## config.mk

```make
export PLATFORM = sky130hd
export DESIGN_NAME = ldm_stm_sequencer
export DESIGN_NICKNAME = d
export VERILOG_FILES = /design/src/rtl/arm_pkg.sv /design/src/rtl/reg_list_scan.sv /design/src/rtl/ldm_stm_sequencer.sv
export SDC_FILE = /design/constraint.sdc
export NUM_CORES = 1
export LEC_CHECK = 0
export ABC_AREA = 1
export CAP_MARGIN = 20
export CORE_MARGIN = 10
export CORE_UTILIZATION = 48
export CTS_CLUSTER_SIZE = 24
export DETAILED_ROUTE_END_ITERATION = 10
export GPL_ROUTABILITY_DRIVEN = 0
export PLACE_DENSITY = 0.83
export SYNTH_ARGS = -nofsm -noshare
export SYNTH_HDL_FRONTEND = slang
export SYNTH_SLANG_ARGS = --single-unit
export TNS_END_PERCENT = 10
```

## constraint.sdc

```tcl
create_clock -name clock -period 8.7 [get_ports clock]
set_input_delay 1.74 -clock clock [delete_from_list [all_inputs] [get_ports clock]]
set_output_delay 1.74 -clock clock [all_outputs]
set_load 0.005 [all_outputs]
```

## src/rtl/arm_pkg.sv

```systemverilog
// Shared types and constants for the LDM/STM block-transfer sequencer.
package arm_pkg;

    typedef enum logic [1:0] {
        S_IDLE  = 2'd0,
        S_XFER  = 2'd1,
        S_WBACK = 2'd2,
        S_DONE  = 2'd3
    } seq_state_t;

    localparam logic [1:0] AM_DA = 2'b00;
    localparam logic [1:0] AM_IA = 2'b01;
    localparam logic [1:0] AM_DB = 2'b10;
    localparam logic [1:0] AM_IB = 2'b11;

    localparam logic [31:0] WORD_BYTES = 32'd4;
    localparam int          NUM_REGS   = 16;

    // Byte span covered by n word transfers.
    function automatic logic [31:0] block_bytes(input logic [4:0] n);
        return {25'd0, n, 2'b00};
    endfunction

endpackage

```

## src/rtl/reg_list_scan.sv

```systemverilog
// Combinational register-list scan: lowest set index, any-set flag and popcount.
module reg_list_scan
    import arm_pkg::*;
(
    input  logic [NUM_REGS-1:0] list,
    output logic [3:0]          lowest,
    output logic                any_set,
    output logic [4:0]          count
);

    // Walking downwards leaves the lowest set index as the final assignment.
    always_comb begin
        lowest = '0;
        count  = '0;
        for (int i = NUM_REGS - 1; i >= 0; i--) begin
            if (list[i]) begin
                lowest = 4'(i);
            end
            count = count + 5'(list[i]);
        end
    end

    assign any_set = |list;

endmodule

```

## src/rtl/ldm_stm_sequencer.sv

```systemverilog
// LDM/STM sequencer: walks a register list lowest-first, one word access per step.
// Define LDMSTM_BASE_WB_EN to honour base_wb and enable the WBACK state.
module ldm_stm_sequencer
    import arm_pkg::*;
(
    input  logic        clock,
    input  logic        reset,
    input  logic        start,
    input  logic        is_load,
    input  logic [1:0]  am,
    input  logic        base_wb,
    input  logic [3:0]  base_reg,
    input  logic [31:0] base_addr,
    input  logic [15:0] reg_list,
    output logic        busy,
    output logic        done,
    output logic        mem_req,
    output logic        mem_we,
    output logic [31:0] mem_addr,
    output logic [31:0] mem_wdata,
    input  logic [31:0] mem_rdata,
    input  logic        mem_ready,
    output logic [4:0]  rf_read_reg,
    input  logic [31:0] rf_read_data,
    output logic        rf_regwrite,
    output logic [4:0]  rf_write_reg,
    output logic [31:0] rf_write_data
);

    localparam logic [NUM_REGS-1:0] LIST_BIT0 = 1;

    seq_state_t          state;
    logic [NUM_REGS-1:0] list_q;
    logic                is_load_q;
`ifdef LDMSTM_BASE_WB_EN
    logic [31:0]         final_base_q;
    logic [3:0]          base_reg_q;
    logic                do_wb_q;
    logic                wb_req;
`endif

    logic [3:0]          in_lowest;
    logic [3:0]          cur_reg;
    logic                in_any;
    logic                cur_any;
    logic [4:0]          in_count;
    logic [4:0]          cur_count;
    logic [31:0]         aligned_base;
    logic [31:0]         span;
    logic [31:0]         start_addr;
    logic [31:0]         final_base;
    logic [NUM_REGS-1:0] list_next;
    logic                xfer_done;
    logic                unused_sigs;

    reg_list_scan u_scan_in (
        .list    (reg_list),
        .lowest  (in_lowest),
        .any_set (in_any),
        .count   (in_count)
    );

    reg_list_scan u_scan_cur (
        .list    (list_q),
        .lowest  (cur_reg),
        .any_set (cur_any),
        .count   (cur_count)
    );

    assign aligned_base = {base_addr[31:2], 2'b00};
    assign span         = block_bytes(in_count);
    assign list_next    = list_q & ~(LIST_BIT0 << cur_reg);
    assign xfer_done    = mem_req && mem_ready;
    assign mem_wdata    = rf_read_data;

`ifdef LDMSTM_BASE_WB_EN
    // A loaded base register keeps its memory value, so writeback is dropped.
    assign wb_req = base_wb && !(is_load && reg_list[base_reg]);
`endif

    // The lowest register always takes the lowest address of the block.
    always_comb begin
        start_addr = aligned_base - span;
        final_base = aligned_base - span;
        case (am)
            AM_IA: begin
                start_addr = aligned_base;
                final_base = aligned_base + span;
            end
            AM_IB: begin
                start_addr = aligned_base + WORD_BYTES;
                final_base = aligned_base + span;
            end
            AM_DA: start_addr = aligned_base - span + WORD_BYTES;
            default: start_addr = aligned_base - span;
        endcase
    end

    always_ff @(posedge clock) begin
        if (reset) begin
            state     <= S_IDLE;
            busy      <= 1'b0;
            done      <= 1'b0;
            mem_req   <= 1'b0;
            mem_we    <= 1'b0;
            mem_addr  <= '0;
            list_q    <= '0;
            is_load_q <= 1'b0;
`ifdef LDMSTM_BASE_WB_EN
            final_base_q <= '0;
            base_reg_q   <= '0;
            do_wb_q      <= 1'b0;
`endif
        end else begin
            done <= 1'b0;
            case (state)
                S_IDLE: begin
                    if (start) begin
                        list_q    <= reg_list;
                        is_load_q <= is_load;
                        busy      <= 1'b1;
`ifdef LDMSTM_BASE_WB_EN
                        final_base_q <= final_base;
                        base_reg_q   <= base_reg;
                        do_wb_q      <= wb_req;
`endif
                        if (in_any) begin
                            state    <= S_XFER;
                            mem_req  <= 1'b1;
                            mem_we   <= !is_load;
                            mem_addr <= start_addr;
                        end else begin
                            state <= S_DONE;
                            done  <= 1'b1;
                        end
                    end
                end
                S_XFER: begin
                    if (xfer_done) begin
                        list_q   <= list_next;
                        mem_addr <= mem_addr + WORD_BYTES;
                        if (list_next == '0) begin
                            mem_req <= 1'b0;
                            mem_we  <= 1'b0;
`ifdef LDMSTM_BASE_WB_EN
                            if (do_wb_q) begin
                                state <= S_WBACK;
                            end else begin
                                state <= S_DONE;
                                done  <= 1'b1;
                            end
`else
                            state <= S_DONE;
                            done  <= 1'b1;
`endif
                        end
                    end
                end
`ifdef LDMSTM_BASE_WB_EN
                S_WBACK: begin
                    state <= S_DONE;
                    done  <= 1'b1;
                end
`endif
                S_DONE: begin
                    state <= S_IDLE;
                    busy  <= 1'b0;
                end
                default: state <= S_IDLE;
            endcase
        end
    end

    // Load writes land in the same cycle the memory access completes.
    always_comb begin
        rf_read_reg   = '0;
        rf_regwrite   = 1'b0;
        rf_write_reg  = '0;
        rf_write_data = '0;
        if (state == S_XFER) begin
            rf_read_reg   = {1'b0, cur_reg};
            rf_write_reg  = {1'b0, cur_reg};
            rf_write_data = mem_rdata;
            rf_regwrite   = is_load_q && xfer_done;
        end
`ifdef LDMSTM_BASE_WB_EN
        if (state == S_WBACK) begin
            rf_regwrite   = 1'b1;
            rf_write_reg  = {1'b0, base_reg_q};
            rf_write_data = final_base_q;
        end
`endif
    end

    assign unused_sigs = ^{in_lowest, cur_any, cur_count, base_addr[1:0]
`ifndef LDMSTM_BASE_WB_EN
                           , base_wb, base_reg, final_base
`endif
                          };

endmodule

```

==> qor.csv <==
stage;metric;value;unit
outcome;status;completed;
clock_network;clockBufferDepth;2;
clock_network;clock_latency;0.29;ns
critical_path;crit_path_max_incr_delay;0.56;ns
critical_path;start_kind;input port;
detailed_routing;wl;22300;um
clock_network;clkTransAtPathRegs;0.07;ns
critical_path;r2r_start;state[1];
detailed_routing;drc;0;
detailed_routing;vias;7978;
critical_path;critical_path_class;input port to flip-flop;
detailed_routing;avgViaCountPerCell;5.38;
critical_path;ff2ff_path_depth;11;
sta;rsz0062_at_grt;false;
global_routing;grt-ovfl-total;0;
pwr;combPwrFrac;61.6;%
pwr;p_switching;0.600;mW
placement;portBuffers;159;
sta;setup_viol;0;
cells_and_area;fin_util;59.3;%
pwr;p_sw_share;45.6;%
pwr;power_density;153;nW/um^2
sta;fin_setup_tns;0;ns
pwr;p_int;0.716;mW
critical_path;rrSetupSlack;3.06;ns
floorplan;initial_core_util;48.9;%
detailed_routing;wl_per_cell;15.0;um
synthesis;synth_seq_cells;53;
sta;worst_slack;0.497;ns
sta;worst_pin_slew;1.07;ns
cells_and_area;fin_nets;1449;
placement;hpwl;17400;um
synthesis;synth_area;7100;um^2
synthesis;synth.avg_cell_area;5.89;um^2
critical_path;crit_buf_inv;3;
run;cap_violations;0;
synthesis;synthCells;1206;
placement;place_area;8480;um^2
pwr;vdd_drop_max;0.0964;mV
critical_path;crit_fanout;5;
sta;skew;0.00456;ns
min_path;hold_end;list_q[0];
cells_and_area;antenna_cells;0;
clock_network;cts_buffers;5;
critical_path;path_delay_family;adder cells;
cells_and_area;final_cell_area;8610;um^2
detailed_routing;antenna_left;0;
clock_network;cts_sinks;53;
floorplan;die_x;142;um
global_routing;grt_pass1_wl;35600;um
synthesis;async_flop_share;0;%
global_routing;grt_max_degree;83;
floorplan;die_y;142;um
floorplan;ios;235;
detailed_routing;dr.first_iter.drc_count;737;
synthesis;yosysSeqAreaShare;14.9;%
critical_path;regToRegEndpoint;mem_addr[30];
synthesis;synthFlopType;dfxtp_1;
cells_and_area;fillers;1394;
sta;finalHoldViolCount;0;
pwr;clkPwrFrac;14.8;%
clock_network;root_buffer;clkbuf_16;
synthesis;yosys_warnings;0;
critical_path;crit_start;reg_list[15];
min_path;hold_depth;2;
clock_network;cts_resized;0;
placement;dp_cells;1474;
sta;finalCritPeriodShare;94.3;%
cells_and_area;drive_gt1_share;6.24;%
synthesis;synth_cell_type_count;59;
placement;place_ws;0.233;ns
global_routing;antenna_found_initial;0;
critical_path;required;8.93;ns
critical_path;cp-end-kind;flip-flop;
floorplan;placementRows;44;
sta;min_period;8.20;ns
floorplan;design.die.area;20100;um^2
min_path;hp-class;flip-flop to flip-flop;
detailed_routing;dr.pass1.iters;5;
clock_network;htreeDepth;2;
pwr;leakage;3.81;nW
global_routing;first_global_vias;7073;
clock_network;postCtsHoldBufs;0;
pwr;p_seq_share;23.6;%
clock_network;post_cts_buffers;0;
sta;fmax;122;MHz
synthesis;synth-edff-count;0;
cells_and_area;syn2layout_area_growth;21.3;%
critical_path;crit_slowest_cell;clkdlybuf4s50_1;
clock_network;cts_tree;yes;
min_path;hp-start;list_q[0];
sta;slew_violations;0;
floorplan;coreArea;14500;um^2
critical_path;cpMostUsedCell;fa_1;
critical_path;crit_arrival;8.43;ns
cells_and_area;fin_cells;1482;
sta;relSlewSlack;28.5;%
global_routing;grt_use_total;21.0;%
==> registers in the layout, summed over array words and instances (netlist names) <==
register / cells
mem_we: 1
state: 2
list_q: 16
is_load_q: 1
mem_addr: 30
done: 1
mem_req: 1
busy: 1
==> how the worst max path moves through the flow <==
| stage | end | cells after the start |
|---|---|---|
| 2_1_floorplan | mem_addr[30] | 30 |
| 5_1_grt | mem_addr[30] | 32 |
| 3_3_place_gp | mem_addr[30] | 29 |
| 4_1_cts | mem_addr[26] | 32 |
| 6_report | mem_addr[26] | 29 |
| 3_5_place_dp | mem_addr[26] | 32 |
==> routing by layer <==
metal	part of all wire, %	GRT usage, %
met1	43	26.7
met2	48	35.6
met3	7.6	3.57
met4	1.8	5.81
met5	0	0
==> power groups by stage <==
stage / registers, mW / clock network (mW) / logic, mW
floorplan: 0.307 / 0 / 0.567
global placement: 0.314 / 0 / 0.790
detailed placement: 0.315 / 0 / 0.805
CTS: 0.310 / 0.197 / 0.810
global route: 0.316 / 0.208 / 0.910
finish: 0.311 / 0.195 / 0.811
==> layout by cell type, fill, tap and decap left out, types with 6 or more instances in the layout <==
master,count
o211ai_1,33
xnor2_1,6
nand3_1,86
nor2_1,131
ha_1,17
a31oi_1,11
dfxtp_1,53
nor2_4,7
nand2_2,11
nor3_1,14
o21ai_0,75
xor2_1,17
clkdlybuf4s50_1,159
o21ai_1,18
clkinv_1,7
a21oi_1,86
nor2_2,15
nand4_1,30
fa_1,11
inv_1,181
nand2_1,246
==> cell usage after synthesis, drive strengths merged (11+ instances only) <==
cell type	instances	share of area (%)
nand2	262	15
inv	188	10
nor2	156	10
o21ai	98	7.3
a21oi	92	7.0
nand3	89	6.7
dfxtp	53	15
buf	50	5.0
o211ai	33	3.5
clkbuf	31	1.8
nand4	30	2.6
xor2	20	2.8
ha	17	3.0
nor3	16	1.3
a31oi	11	0.97
fa	11	3.1
==> cell type report <==
cell class                      count  area (um^2)  area share [%]
Clock buffer                        8          136            1.58
Inverter                          196          744            8.64
Multi-Input combinational cell    878         4820            55.9
Sequential cell                    53         1060            12.3
Tap cell                          184          230            2.67
Timing Repair Buffer              163         1620            18.8
==> metrics by stage <==
stage	hold slack, ns	power (mW)
global route	0.491	1.43
CTS	0.470	1.32
floorplan	0.444	0.874
finish	0.468	1.32
global placement	0.452	1.10
detailed placement	0.460	1.12
==> worst min-delay path, delay by kind of cell, from the launching register on <==
family	cells	cell delay [ns]
compound gates	1	0.05
flops	1	0.31
simple gates	1	0.06
==> cell families after synthesis <==
group           after synthesis  synth area share [%]
fa+ha+maj                    28                  6.10
flops                        53                  14.9
xor+xnor                     26                  3.52
compound gates              253                  20.9
other cells                   1                0.0528
simple gates                567                  37.0
buf+inv                     278                  17.5
No activity file was read; power rests on OpenSTA's default activity.
